==> src/rtl/keypad_pkg.sv <==
// Shared types and constants for the keypad scan encoder and its downstream consumers.
// Key codes are indexed {row, col} so the encoder can look them up directly.
package keypad_pkg;

    typedef enum logic [1:0] {
        StScan,
        StDebounce,
        StPressed,
        StRelease
    } state_e;

    // * clears and # enters in the accumulator/display stages
    localparam logic [3:0] KEY_STAR = 4'hE;
    localparam logic [3:0] KEY_HASH = 4'hF;

    // Nibble i holds the code for index i = {row, col}; nibble 0 is row 0, col 0
    localparam logic [63:0] KEY_MAP = {4'hD, KEY_HASH, 4'h0, KEY_STAR, 48'hC987_B654_A321};

    function automatic logic [3:0] key_map(input logic [1:0] row, input logic [1:0] col);
        logic [5:0] base;
        base = {row, col, 2'b00};
        return KEY_MAP[base +: 4];
    endfunction

    // Lowest-index active-low row wins when several rows are low
    function automatic logic [1:0] low_row(input logic [3:0] rows);
        if (!rows[0]) begin
            return 2'd0;
        end else if (!rows[1]) begin
            return 2'd1;
        end else if (!rows[2]) begin
            return 2'd2;
        end
        return 2'd3;
    endfunction

endpackage

==> src/rtl/keypad_scan_encoder_if.sv <==
// Keypad pins plus the key output bus that feeds the digit accumulator.
interface keypad_scan_encoder_if;
    logic [3:0] row_in;
    logic [3:0] col_out;
    logic [3:0] key_code;
    logic       key_valid;
    logic       key_held;

    modport master (
        input  row_in,
        output col_out,
        output key_code,
        output key_valid,
        output key_held
    );

    modport slave (
        output row_in,
        input  col_out,
        input  key_code,
        input  key_valid,
        input  key_held
    );
endinterface

==> src/rtl/sync2.sv <==
// Two-flop synchronizer for the 4 keypad rows; resets to all-ones (no key down).
module sync2 (
    input  logic       clk_i,
    input  logic       rst_i,
    input  logic [3:0] d_i,
    output logic [3:0] q_o
);
    logic [3:0] meta_q;
    logic [3:0] sync_q;

    always_ff @(posedge clk_i) begin
        if (rst_i) begin
            meta_q <= 4'hF;
            sync_q <= 4'hF;
        end else begin
            meta_q <= d_i;
            sync_q <= meta_q;
        end
    end

    assign q_o = sync_q;
endmodule

==> src/rtl/keypad_scan_encoder.sv <==
// 4x4 keypad scanner: drives one column low at a time, debounces press and release,
// and emits one key_valid pulse with the encoded nibble per physical press.
module keypad_scan_encoder
    import keypad_pkg::*;
#(
    parameter int unsigned SCAN_DIV     = 1000,
    parameter int unsigned DEBOUNCE_CNT = 250000
) (
    input logic                   clk,
    input logic                   rst,
    keypad_scan_encoder_if.master kp
);
    localparam int unsigned MaxCnt = (SCAN_DIV > DEBOUNCE_CNT) ? SCAN_DIV : DEBOUNCE_CNT;
    localparam int unsigned CntW   = $clog2(MaxCnt) + 1;
    localparam logic [CntW-1:0] ScanLast = CntW'(SCAN_DIV - 1);
    localparam logic [CntW-1:0] DebTop   = CntW'(DEBOUNCE_CNT);

    logic [3:0] rs;

    sync2 u_sync2 (
        .clk_i (clk),
        .rst_i (rst),
        .d_i   (kp.row_in),
        .q_o   (rs)
    );

    state_e          state_q, state_d;
    logic [1:0]      col_q, col_d;
    logic [1:0]      row_q, row_d;
    logic [3:0]      pat_q, pat_d;
    logic [CntW-1:0] cnt_q, cnt_d, cnt_inc;
    logic [3:0]      code_q, code_d;
    logic            valid_q, valid_d;
    logic            held_q, held_d;

    always_ff @(posedge clk) begin
        if (rst) begin
            state_q <= StScan;
            col_q   <= 2'd0;
            row_q   <= 2'd0;
            pat_q   <= 4'hF;
            cnt_q   <= '0;
            code_q  <= 4'h0;
            valid_q <= 1'b0;
            held_q  <= 1'b0;
        end else begin
            state_q <= state_d;
            col_q   <= col_d;
            row_q   <= row_d;
            pat_q   <= pat_d;
            cnt_q   <= cnt_d;
            code_q  <= code_d;
            valid_q <= valid_d;
            held_q  <= held_d;
        end
    end

    always_comb begin
        state_d = state_q;
        col_d   = col_q;
        row_d   = row_q;
        pat_d   = pat_q;
        cnt_d   = cnt_q;
        code_d  = code_q;
        valid_d = 1'b0;
        held_d  = held_q;
        cnt_inc = cnt_q + 1'b1;

        unique case (state_q)
            StScan: begin
                if (cnt_q == ScanLast) begin
                    cnt_d = '0;
                    if (rs == 4'hF) begin
                        col_d = col_q + 2'd1;
                    end else begin
                        row_d   = low_row(rs);
                        pat_d   = rs;
                        state_d = StDebounce;
                    end
                end else begin
                    cnt_d = cnt_inc;
                end
            end
            StDebounce: begin
                // Any change from the entry pattern, including release, abandons the attempt
                if (rs != pat_q) begin
                    state_d = StScan;
                    col_d   = col_q + 2'd1;
                    cnt_d   = '0;
                end else if (cnt_inc == DebTop) begin
                    code_d  = key_map(row_q, col_q);
                    valid_d = 1'b1;
                    held_d  = 1'b1;
                    state_d = StPressed;
                    cnt_d   = '0;
                end else begin
                    cnt_d = cnt_inc;
                end
            end
            StPressed: begin
                if (rs == 4'hF) begin
                    state_d = StRelease;
                    cnt_d   = '0;
                end
            end
            StRelease: begin
                if (rs != 4'hF) begin
                    cnt_d = '0;
                end else if (cnt_inc == DebTop) begin
                    held_d  = 1'b0;
                    state_d = StScan;
                    col_d   = col_q + 2'd1;
                    cnt_d   = '0;
                end else begin
                    cnt_d = cnt_inc;
                end
            end
            default: state_d = StScan;
        endcase
    end

    assign kp.col_out   = ~(4'b0001 << col_q);
    assign kp.key_code  = code_q;
    assign kp.key_valid = valid_q;
    assign kp.key_held  = held_q;
endmodule

==> src/flat_wrapper.sv <==
// flat-port wrapper written by rule: the top's interface ports become plain ports
module keypad_scan_encoder_flat import keypad_pkg::*;
#(
    parameter int unsigned SCAN_DIV     = 1000,
    parameter int unsigned DEBOUNCE_CNT = 250000
)
  (clk, rst, kp_row_in, kp_col_out, kp_key_code, kp_key_valid, kp_key_held);
  keypad_scan_encoder_if kp_i ();
  input logic clk;
  input logic rst;
  input wire logic [$bits(kp_i.row_in)-1:0] kp_row_in;
  output wire logic [$bits(kp_i.col_out)-1:0] kp_col_out;
  output wire logic [$bits(kp_i.key_code)-1:0] kp_key_code;
  output wire logic [$bits(kp_i.key_valid)-1:0] kp_key_valid;
  output wire logic [$bits(kp_i.key_held)-1:0] kp_key_held;
  assign kp_i.row_in = kp_row_in;
  assign kp_col_out = kp_i.col_out;
  assign kp_key_code = kp_i.key_code;
  assign kp_key_valid = kp_i.key_valid;
  assign kp_key_held = kp_i.key_held;
  keypad_scan_encoder #(.SCAN_DIV(SCAN_DIV), .DEBOUNCE_CNT(DEBOUNCE_CNT)) u_core (.clk(clk), .rst(rst), .kp(kp_i));
endmodule
==> config.mk <==
export PLATFORM = sky130hd
export DESIGN_NAME = keypad_scan_encoder_flat
export DESIGN_NICKNAME = d
export VERILOG_FILES = /design/src/rtl/keypad_pkg.sv /design/src/rtl/keypad_scan_encoder_if.sv /design/src/rtl/sync2.sv /design/src/rtl/keypad_scan_encoder.sv /design/src/flat_wrapper.sv
export SDC_FILE = /design/constraint.sdc
export NUM_CORES = 1
export LEC_CHECK = 0
export ABC_AREA = 1
export CORE_ASPECT_RATIO = 1.75
export CORE_MARGIN = 4
export CORE_UTILIZATION = 55
export DETAILED_ROUTE_END_ITERATION = 16
export GPL_TIMING_DRIVEN = 0
export PLACE_DENSITY_LB_ADDON = 0.05
export SETUP_SLACK_MARGIN = 0.3
export SLEW_MARGIN = 20
export SYNTH_ARGS = -nofsm -noshare
export SYNTH_HDL_FRONTEND = slang
export SYNTH_SLANG_ARGS = --single-unit
==> constraint.sdc <==
create_clock -name clk -period 2.5 [get_ports clk]
set_input_delay 0.75 -clock clk [delete_from_list [all_inputs] [get_ports clk]]
set_output_delay 0.75 -clock clk [all_outputs]
set_load 0.05 [all_outputs]
==> flow_summary.yaml, run 1 <==
layout:
  drive_above_1_share_pct: 24.94
  final-seq-area_sq_um: 884.6
  multiInputGateArea_sq_um: 1774
  fin_area_sq_um: 3249
  fillers: 419
  n_antenna_cell: 0
  syn_to_final_growth_pct: 19.62
  fin_nets: 437
yosys:
  synth_cells: 394
  yosysUniqueCellTypes: 37
  synth_top_family_by_area: "simple AND/OR/NAND/NOR gates"
  synthAdderAreaFrac_pct: 3.224
  ys_seq_area_share_pct: 31.69
  synthMuxAreaShare_pct: 0.7370
  synth_xor_area_share_pct: 1.612
  ys_warn_count: 0
  post_synth.cell_area_avg_sq_um: 6.894
  ys_ff_latch: 43
  synth_compound_area_share_pct: 10.36
  syn-num-nets: 407
  netlist_area_sq_um: 2716
  synth-simple-area-share_pct: 44.68
drt:
  avgViaCountPerCell: 5.453
  ant_nets: 0
  drt_iter0_drc: 154
  vias: 2601
  wl_met1_mm: 2.554
  route.met2.wl_mm: 3.993
  top_layer: "met4"
  drt_pass1_iterations: 4
  drc_errors: 0
  wire_per_inst_um: 14.52
  dr_wl_met3_um: 136
  wirelength_mm: 6.928
critical_path:
  crit_path_cell_trace: "ha_4 > nand2_2 > nor2_4 > nand2_4 > nor2_4 > nand3_1 > nand2_2 > nand2_2 > nor2_4 > nand3_2 > nand2_2 > nand2_4 > nand2_8 > buf_12 > nor2_4"
  critPathLaunchType: "flop"
  worst_ep_arrival_time_ps: 2350
  slowest_stage: "dfxtp_4"
  cp_num_buf_inv: 1
  slowest_delay_ps: 380
  required_ps: 2690
  cpLargestDelayFamily: "simple AND/OR/NAND/NOR gates"
  end_kind: "flop"
  crit_type: "reg -> reg"
  path_max_fanout: 7
worst_hold_path:
  hp-class: "reg -> reg"
die:
  dieHeight_um: 101.0
  coreArea_sq_um: 4748
  initial_utilization_pct: 57.21
  die_w_um: 61.13
  rows: 33
  die-area_sq_um: 6171
  io-pin-count: 16
power_and_ir_drop:
  peakVddDrop_v: 0.0003973
  power_leakage_uw: 0.001377
  power_density_nw_per_um2: 386.8
sta:
  tightestPinTransition_ps: 500.5
  fin_setup_tns_ps: 0
  final.setup_skew_ps: 6.762
  relSlewSlack_pct: 66.58
  post-route-min-period_ps: 2163
  max_clock_freq_ghz: 0.4623
  slew_viol_final: 0
  period_share_pct: 86.53
  grt_setup_unrepaired: "no"
  hold_violations: 0
  finalSetupViolCount: 0
cts:
  cts-root-buf: "clkbuf_8"
  numCtsBuffers: 5
  cts_num_sinks: 43
  clk_pin_slew_ps: 90
  clkLatencyLatePin_ps: 300
  clock_path_buffers: 2
  tritoncts: "built"
  cts_max_level: 2
grt:
  track_usage_pct: 23.74
  grt_pass1_vias: 2523
  grt_pass1_wl_mm: 11.03
  antenna_found_initial: 0
  grt_max_degree: 17
  grt-ovfl-total: 0
placement:
  place.gp.congestion: 0.9930
  dpl_cell_area_sq_um: 2932
  dp_hpwl_mm: 5.258
  portBuffers: 15
outcome:
  status: "finished clean"
flow_run:
  maxCapViolations: 0
-- routing by layer --
layer / GRT usage (%) / vias up
met3: 2.949 / 16
met2: 45.84 / 46
met5: 0 / -
met1: 21.94 / 1209
li1: - / 1330
met4: 13.52 / 0
-- synth_stat cells --
master / n / area, sq um
clkbuf_1: 4 / 15.01
buf_12: 1 / 20.02
nor2_1: 46 / 172.7
buf_2: 1 / 5.000
o21bai_1: 1 / 7.510
a22oi_1: 1 / 7.510
nor2_8: 1 / 20.02
inv_2: 3 / 11.26
o21ai_2: 1 / 8.760
a21oi_1: 14 / 70.07
o21ai_0: 27 / 135.1
nand4_1: 9 / 56.30
a211oi_1: 1 / 7.510
nand3b_1: 1 / 7.510
xnor2_1: 1 / 8.760
ha_1: 7 / 87.58
and3_1: 1 / 6.260
or2_2: 9 / 56.30
nand2_2: 6 / 37.54
nor2_4: 16 / 180.2
nand2_1: 102 / 382.9
nor3_2: 2 / 20.02
dfxtp_1: 43 / 860.8
nor4_1: 5 / 31.28
nand3_2: 4 / 40.04
buf_4: 2 / 15.01
a211o_1: 1 / 8.760
nor3_1: 6 / 30.03
nor2_2: 5 / 31.28
nor3b_1: 1 / 7.510
o211ai_1: 4 / 30.03
inv_1: 38 / 142.6
mux2i_1: 2 / 20.02
nand2_4: 3 / 33.78
xor2_1: 4 / 35.03
o22ai_1: 1 / 6.260
nand3_1: 20 / 100.1
-- path summary, 6_finish.rpt --
check | from | to | slack (ps) | cells past startpoint
setup / recovery | u_core.cnt_q[1] | u_core.cnt_q[8] | 340 | 15
hold / removal | u_core.u_sync2.meta_q[3] | u_core.u_sync2.q_o[3] | 420 | 1
setup reg to reg | u_core.cnt_q[1] | u_core.cnt_q[8] | 340 | 15
hold reg to reg | u_core.u_sync2.meta_q[3] | u_core.u_sync2.q_o[3] | 420 | 1
-- state kept, by name, indices dropped and copies added (netlist names), named ones only --
register and flops:
u_core.cnt_q 19, u_core.kp.key_code 4, u_core.pat_q 4, u_core.u_sync2.meta_q 4, u_core.u_sync2.q_o 4, u_core.col_q 2
u_core.row_q 2, u_core.kp.key_held 1, u_core.kp.key_valid 1, u_core.state_q 1
-- cell usage in the layout (no fill, tap or decap), drive strengths merged, types with 5 or more instances in the layout --
master | synthesis | layout
inv | 41 | 43
nor2 | 68 | 68
nand4 | 9 | 9
nor3 | 8 | 8
buf | 4 | 15
o21ai | 28 | 28
ha | 7 | 7
clkdlybuf4s50 | 0 | 6
clkbuf | 4 | 9
dfxtp | 43 | 43
nor4 | 5 | 5
nand2 | 111 | 111
or2 | 9 | 9
nand3 | 24 | 24
a21oi | 14 | 14
-- power breakdown --
group,leakage (uW),internal [uW],switching [uW]
Combinational,0.000972,36.3,44.0
Clock,0.0000491,206,268
Sequential,0.000355,693,10.1
-- area by class of cell --
| class | instances | area share [%] |
|---|---|---|
| multi-input combinational | 302 | 54.60 |
| sequential | 43 | 27.22 |
| timing repair buffer | 23 | 6.662 |
| inverter | 41 | 4.736 |
| clock buffer | 5 | 2.118 |
| tap | 52 | 2.002 |
| buffer | 8 | 1.848 |
| clock inverter | 3 | 0.8086 |
-- through the flow --
| step | power, uW | worst slack, ps | hold WS, ps | util [%] | instances |
|---|---|---|---|---|---|
| final | 1257 | 336.7 | 415.6 | 68.43 | 477 |
| after detailed placement | 783.4 | 59.76 | 395.4 | 61.74 | 461 |
| after global placement | 782.2 | 82.40 | 390.3 | 61.74 | 461 |
| after global routing | 1311 | 249.9 | 435.0 | 68.43 | 477 |
| after floorplan | 763.0 | 483.9 | 389.5 | - | 394 |
| after CTS | 1266 | 293.1 | 418.2 | 65.27 | 471 |
-- cells by family (layout without fill, tap and decap cells) --
kind of cell,after synthesis,in the layout
buffers and inverters,49,80
AO/OA/AOI/OAI,51,51
flip-flops,43,43
AND/OR/NAND/NOR,237,237
XOR/XNOR,5,5
multiplexers,2,2
adder cells (fa/ha/maj),7,7
-- repair_timing --
action | CTS | global route
hold endpoints to repair | 0 | 0
cloned | 1 | 0
endpoints found under the setup margin | 34 | 28
hold buffers | 0 | 0
gates resized for setup | 34 | 44
buffers inserted | 1 | 6
pin swaps | 4 | 11
Power figures use the tool's default switching activity.
==> run 2: changes to the inputs <==
Settings changed: CORE_UTILIZATION 55 to 39.
==> flow_summary.yaml, run 2 (synthesis gave the netlist of run 1 again) <==
power_and_ir_drop:
  peakVddDrop_v: 0.0003219
  seqPwrFrac_pct: 45.0
  power_leakage_uw: 0.001385
  power.switching_uw: 334.9
  power_density_nw_per_um2: 471.8
  swShare_pct: 21.34
  finalPower_uw: 1569
  intPower_uw: 1234
  p_comb_share_pct: 5.0
  clockPowerShare_pct: 50.0
die:
  die-area_sq_um: 8416
  io-pin-count: 16
  dieHeight_um: 118.4
  die_w_um: 71.09
  rows: 40
  initial_utilization_pct: 39.91
  coreArea_sq_um: 6807
placement:
  place.gp.congestion: 0.8456
  portBuffers: 15
  dp_hpwl_mm: 5.688
cts:
  cts-root-buf: "clkbuf_16"
  clk_pin_slew_ps: 60
  clock_path_buffers: 2
  numCtsBuffers: 5
  tritoncts: "built"
  postCtsHoldBufs: 0
  cts_num_sinks: 43
  cts_max_level: 2
  clkLatencyLatePin_ps: 290
critical_path:
  rr_worst_depth: 14
  crit_type: "reg -> out"
  path_max_fanout: 2
  path_depth: 1
  critPathLaunchType: "flop"
  end_kind: "primary output"
  cpLargestDelayFamily: "buffers and inverters"
  worst_ep_arrival_time_ps: 1410
  cp_num_buf_inv: 1
  crit_path_cell_trace: "clkdlybuf4s50_1"
  slowest_delay_ps: 800
  required_ps: 1750
  slowest_stage: "clkdlybuf4s50_1"
flow_run:
  maxCapViolations: 0
drt:
  drc_errors: 0
  vias: 2552
  wire_per_inst_um: 14.14
  wirelength_mm: 7.125
  drt_pass1_iterations: 4
  ant_nets: 0
  avgViaCountPerCell: 5.063
  drt_iter0_drc: 86
grt:
  grt-ovfl-total: 0
  grt_pass1_vias: 2547
  track_usage_pct: 17.88
  antenna_found_initial: 0
  grt_max_degree: 15
  grt_pass1_wl_mm: 11.87
sta:
  hold_violations: 0
  fin_setup_tns_ps: 0
  finalSetupViolCount: 0
  grt_setup_unrepaired: "yes"
  period_share_pct: 86.34
  slew_viol_final: 0
  final.setup_skew_ps: 5.625
  max_clock_freq_ghz: 0.4633
  post-route-min-period_ps: 2159
  tightestPinTransition_ps: 511.9
  relSlewSlack_pct: 65.82
worst_hold_path:
  hp-class: "reg -> reg"
  min_path_cells: 1
layout:
  fin_nets: 432
  mostFrequentLayoutCells: "nand2_1 (94), nor2_1 (41), inv_1 (38)"
  n_antenna_cell: 0
  drive_above_1_share_pct: 22.62
  fillers: 711
  largest_register: "u_core.cnt_q"
  syn_to_final_growth_pct: 22.43
  largest_reg_flops: 19
  mostFrequentLayoutCell: "nand2_1"
outcome:
  status: "finished clean"
## run 2: worst register-to-register path: cells and delay by family (launching register included)
| kind | cells | cell delay [ps] |
|---|---|---|
| buffers and inverters | 2 | 240 |
| DFF | 1 | 400 |
| and+or+nand+nor | 12 | 1360 |
## run 2: path summary, 6_finish.rpt
kind                                                from  slack (ps)               endpoint
worst min register to register  u_core.u_sync2.meta_q[1]         410  u_core.u_sync2.q_o[1]
worst max register to register           u_core.cnt_q[2]         410        u_core.cnt_q[8]
worst max-delay path                  u_core.kp.key_held         340            kp_key_held
worst min-delay path            u_core.u_sync2.meta_q[1]         410  u_core.u_sync2.q_o[1]
## run 2: metal layers
layer | track usage (%) | share of wire, % | vias to the layer above
met4 | 9.529 | 5.0 | 0
met1 | 15.95 | 35 | 1164
met3 | 2.979 | 2.4 | 22
li1 | - | - | 1324
met2 | 35.93 | 58 | 42
met5 | 0 | 0 | -
## run 2: power by group through the flow
stage	Clock (uW)	Combinational (uW)	Sequential, uW
finish	784	79.2	706
floorplan	0	46.3	717
CTS	801	77.6	705
detailed placement	0	66.6	719
global route	833	88.2	706
global placement	0	65.7	719
## run 2: layout make-up
| type | count | area [sq um] | area share (%) |
|---|---|---|---|
| Multi-Input combinational cell | 302 | 1760 | 52.93 |
| Clock inverter | 2 | 38.79 | 1.166 |
| Sequential cell | 43 | 875.8 | 26.34 |
| Clock buffer | 6 | 138.9 | 4.176 |
| Tap cell | 84 | 105.1 | 3.160 |
| Buffer | 8 | 62.56 | 1.881 |
| Timing Repair Buffer | 18 | 190.2 | 5.719 |
| Inverter | 41 | 153.9 | 4.628 |
## run 2: timing repair
action | in CTS | in global routing
setup endpoints to repair | 31 | 28
pin swaps | 3 | 8
resized for setup | 35 | 39
cloned | 1 | 0
buffers inserted | 1 | 1
## run 2: through the flow
| step | hold WS, ps | cell area [sq um] | utilization, % | std cells | setup WS (ps) |
|---|---|---|---|---|---|
| global route | 422.6 | 3326 | 48.86 | 504 | 280.6 |
| CTS | 409.9 | 3227 | 47.41 | 503 | 29.55 |
| finish | 408.0 | 3326 | 48.86 | 504 | 341.5 |
| floorplan | 389.5 | 2716 | - | 394 | 483.9 |
| detailed placement | 394.6 | 2972 | 43.66 | 493 | 18.93 |
| global placement | 391.1 | 2972 | 43.66 | 493 | 25.49 |
==> RTL change 1 (flow settings as in run 1) <==
`DEBOUNCE_CNT` is set to 250000 in 2 places; all go to 1000000.
--- a/src/rtl/keypad_scan_encoder.sv
+++ b/src/rtl/keypad_scan_encoder.sv
@@ -5,5 +5,5 @@
 #(
     parameter int unsigned SCAN_DIV     = 1000,
-    parameter int unsigned DEBOUNCE_CNT = 250000
+    parameter int unsigned DEBOUNCE_CNT = 1000000
 ) (
     input logic                   clk,
--- a/src/flat_wrapper.sv
+++ b/src/flat_wrapper.sv
@@ -3,5 +3,5 @@
 #(
     parameter int unsigned SCAN_DIV     = 1000,
-    parameter int unsigned DEBOUNCE_CNT = 250000
+    parameter int unsigned DEBOUNCE_CNT = 1000000
 )
   (clk, rst, kp_row_in, kp_col_out, kp_key_code, kp_key_valid, kp_key_held);
Formal check against the unedited RTL: no difference found for any inputs over 10 cycles, from zero or initial values and one cycle with rst high; that may be too few to reach the edited logic, so the function may still have changed.
==> RTL change 1 against run 1 <==
  * Synthesized area rose by 6.4%
  * Critical path depth did not move
  * Routed wire length rose by 8.1%
  * Global-route usage rose by 0.19 points
  * Sequential cell count rose by 2
  * Worst setup slack got worse by 75 ps
  * Count of clock-buffer cells in the layout did not move
  * Total power rose by 8.8%
  * Cell area rose by 9.4%
  * Critical path type unchanged
  * Largest power group unchanged
==> RTL change 1: results (changes against run 1) <==
{
  "netlist_top_cells_count": {"value": "nand2_1 (116), inv_1 (57), nor2_1 (49), dfxtp_1 (45), nand3_1 (33)"},
  "run_status": {"value": "finished, final reports clean"},
  "gp_congestion": {"value": 0.876, "change": "-12%"},
  "placedInstanceArea": {"value": 3100, "unit": "um^2", "change": "+5.7%"},
  "final_layout_size_suffix_gt1_frac": {"value": 0.276, "change": "+0.0265"},
  "groute.usage.overall": {"value": 0.239, "change": "+0.00189"},
  "leakagePower": {"value": 1.49, "unit": "nW", "change": "+8.6%"},
  "post_synth_main_area_contributors": {"value": "dfxtp_1 (31%), nand2_1 (15%), inv_1 (7.4%), nor2_1 (6.4%), nand3_1 (5.7%)"},
  "post_synth_inst_count": {"value": 443, "change": "+12%"},
  "synth_cell_type_count": {"value": 33, "change": "-11%"},
  "compound_cell_area_share_of_the_yosys_netlist": {"value": 0.106, "change": "+0.00281"},
  "first_global_vias": {"value": 2998, "change": "+19%"},
  "port_buffers": {"value": 14, "change": "-1"},
  "critical_path_arrival": {"value": 2410, "unit": "ps", "change": "+60 ps"},
  "synth_area_in_adders": {"value": 0.0346, "change": "+0.00237"},
  "viasPerCell": {"value": 5.49, "change": "+0.59%"},
  "avgRoutedWirePerCell": {"value": 14.0, "unit": "um", "change": "-3.8%"},
  "largest_reg_flops": {"value": 21, "change": "+2"},
  "final_nets": {"value": 495, "change": "+13%"},
  "synth_nets": {"value": 457, "change": "+12%"},
  "power.ir.vdd_worst": {"value": 0.378, "unit": "mV", "change": "-4.9%"},
  "drt_first_iter_violations": {"value": 186, "change": "+21%"},
  "grt_start_max_net_pins": {"value": 16, "change": "-1"},
  "finClkSkew": {"value": 7.83, "unit": "ps", "change": "+1.07 ps"},
  "synth_xor_area_frac": {"value": 0.0238, "change": "+0.00768"},
  "dp_hpwl": {"value": 5.57, "unit": "mm", "change": "+6.0%"}
}
-- RTL change 1: cell count changes after synthesis, sizes merged, moves of 5 or more --
cell | before | now
nand2 | 111 | 126
a21oi | 14 | 25
nand3 | 24 | 36
xnor2 | 1 | 6
o21ai | 28 | 21
inv | 41 | 57
-- RTL change 1: cells by family after synthesis --
family                     Yosys count
buffers and inverters               67
DFF                                 45
adders and majority gates            8
AOI/OAI and AO/OA                   56
and+or+nand+nor                    260
xor gates and xnor gates             7
-- RTL change 1: path summary, 6_finish.rpt --
kind                                                          to  slack, ps                                start
worst max register to register      u_core.cnt_q[8]$_SDFFE_PP0N_        260         u_core.cnt_q[1]$_SDFFE_PP0N_
worst min-delay path            u_core.u_sync2.q_o[1]$_SDFF_PP1_        420  u_core.u_sync2.meta_q[1]$_SDFF_PP1_
worst max-delay path                u_core.cnt_q[8]$_SDFFE_PP0N_        260         u_core.cnt_q[1]$_SDFFE_PP0N_
worst min register to register  u_core.u_sync2.q_o[1]$_SDFF_PP1_        420  u_core.u_sync2.meta_q[1]$_SDFF_PP1_
-- RTL change 1: where the power goes --
part           internal [W]  switching (W)  total (W)  leakage [nW]
logic             0.0000296      0.0000376  0.0000672          1.07
registers          0.000727     0.00000715   0.000734         0.371
clock network      0.000300       0.000266   0.000566        0.0585
total               0.00106       0.000311    0.00137          1.49
-- RTL change 1: repair_timing --
action,CTS,global route
setup endpoints to repair,44,40
buffers inserted,10,6
cloned,1,0
pin swaps,11,21
gates resized for setup,45,52
-- RTL change 1: stage by stage --
step	util	setup WS (ps)	hold WS [ps]	total power [W]
finish	0.708	262	419	0.00137
CTS	0.665	300	423	0.00137
floorplan	-	465	389	0.000786
global placement	0.617	68.7	392	0.000803
global route	0.708	130	432	0.00141
detailed placement	0.617	50.2	401	0.000804
-- RTL change 1: critical path, stage by stage, from the launching register on --
cell	delay (ps)
dfxtp_2	370
ha_4	150
inv_4	40
nor2_4	210
buf_6	140
nand3_4	80
nor2_2	110
nand2_1	60
nand2_2	100
nand2_2	80
nor2_4	160
nand4_4	230
nand2_4	190
nor2_2	40
a21oi_1	110
nor2_1	50
-- RTL change 1: layer usage --
layer	wire length [um]	track usage	up-vias
met3	192	0.0281	37
met4	413	0.147	0
li1	-	-	1494
met5	0	0	-
met1	2730	0.236	1352
met2	4150	0.458	57
-- RTL change 1: cell type report --
type | count | area (um^2)
well taps | 54 | 67.6
multi-input cells | 332 | 1930
inverters | 59 | 228
flip-flops and latches | 45 | 917
plain buffers | 8 | 38.8
repair buffers | 30 | 256
fillers | 448 | 1470
clock inverters | 3 | 43.8
clock buffers | 5 | 68.8
==> RTL change 2 (config.mk and constraints of run 1) <==
Made on the original files. Encoding of `state_e`: now one-hot (4 bits for 4 states).
--- a/src/rtl/keypad_pkg.sv
+++ b/src/rtl/keypad_pkg.sv
@@ -3,9 +3,9 @@
 package keypad_pkg;
 
-    typedef enum logic [1:0] {
-        StScan,
-        StDebounce,
-        StPressed,
-        StRelease
+    typedef enum logic [3:0] {
+        StScan     = 4'b0001,
+        StDebounce = 4'b0010,
+        StPressed  = 4'b0100,
+        StRelease  = 4'b1000
     } state_e;
 
Behaviour: same outputs for any inputs over 10 cycles, from zero or initial values and one cycle with rst high; not proved beyond that.
==> RTL change 2 against run 1 <==
  * Count of clock-buffer cells in the layout is 1 higher
  * Cell area is 0.77% lower
  * Sequential cell count is 2 higher
  * Routed wire length is 3.9% lower
  * Worst setup slack worse by 13 ps
  * Synthesized area is 4.1% lower
  * Largest cell class unchanged
Power is not compared: it rests on default switching activity, and its combinational part moved more than twofold at a synthesized area within 25%.
==> RTL change 2: results (changes against run 1) <==
{
  "run_status": {"value": "finished, final reports clean"},
  "final.signal_buffer_count": {"value": 32, "change": "+3.2%"},
  "synth_xor_area_frac": {"value": 0.0235, "change": "+0.00741"},
  "num_vias": {"value": 2644, "change": "+1.7%"},
  "final.fill_count": {"value": 376, "change": "-10%"},
  "drt_first_iter_violations": {"value": 101, "change": "-34%"},
  "netlist_top_cells_count": {"value": "nand2_1 (96), nor2_1 (50), inv_1 (47), dfxtp_1 (45), nand3_1 (30)"},
  "critical_path_arrival": {"value": 2380, "unit": "ps", "change": "+30 ps"},
  "groute.usage.overall": {"value": 0.235, "change": "-0.00283"},
  "use_met2": {"value": 0.450, "change": "-0.00840"},
  "synth_area_per_cell": {"value": 6.68, "unit": "um^2", "change": "-3.1%"},
  "worstMarginPinSlew": {"value": 526, "unit": "ps", "change": "+25.1 ps"},
  "final_nets": {"value": 435, "change": "-0.46%"},
  "multi_input_area_share": {"value": 0.514, "change": "-0.0318"},
  "post_cts_setup_bufs": {"value": 2, "change": "+1"},
  "synth.mux.area_fraction": {"value": 0.00384, "change": "-0.00353"},
  "worstRegToRegCells": {"value": 11, "change": "-4"},
  "final-seq-area": {"value": 915, "unit": "um^2", "change": "+3.4%"},
  "synth_cell_type_count": {"value": 36, "change": "-2.7%"},
  "instance_count_after_placement_with_tap_cells_included": {"value": 456, "change": "-1.1%"},
  "first_pass_grt_wire_length": {"value": 10.8, "unit": "mm", "change": "-1.8%"},
  "placedInstanceArea": {"value": 2820, "unit": "um^2", "change": "-3.8%"},
  "dp_hpwl": {"value": 4.82, "unit": "mm", "change": "-8.3%"},
  "area_share_nonclk_buffers": {"value": 0.0908, "change": "+0.00571"},
  "finClkSkew": {"value": 9.54, "unit": "ps", "change": "+2.78 ps"},
  "clock-sinks": {"value": 45, "change": "+4.7%"}
}
[RTL change 2: cell count changes in the layout (fill, tap and decap cells not counted), moves of 4 or more]
| cell | run 1 | this run |
|---|---|---|
| nor2_4 | 20 | 9 |
| inv_1 | 37 | 47 |
| dfxtp_1 | 32 | 38 |
| nand3_1 | 19 | 24 |
| nor2_2 | 5 | 10 |
| inv_2 | 4 | 0 |
| nand2_2 | 14 | 10 |
| nor2_1 | 42 | 38 |
| nor4_1 | 5 | 1 |
[RTL change 2: metal layers]
layer  routed length [um]  up-vias
li1                     -     1321
met1                 2300     1220
met2                 3850       75
met3                  233       28
met4                  272        0
met5                    0        -
[RTL change 2: critical path, stage by stage, from the launching register on]
cell and delay [ps]:
dfxtp_4 380, ha_4 180, nand4_1 200, nor4_4 330, nand2_1 160, nand2_1 150
o211ai_1 190, nand2_2 100, nand2_2 60, nand2_4 120, clkbuf_16 160, nor2_1 40
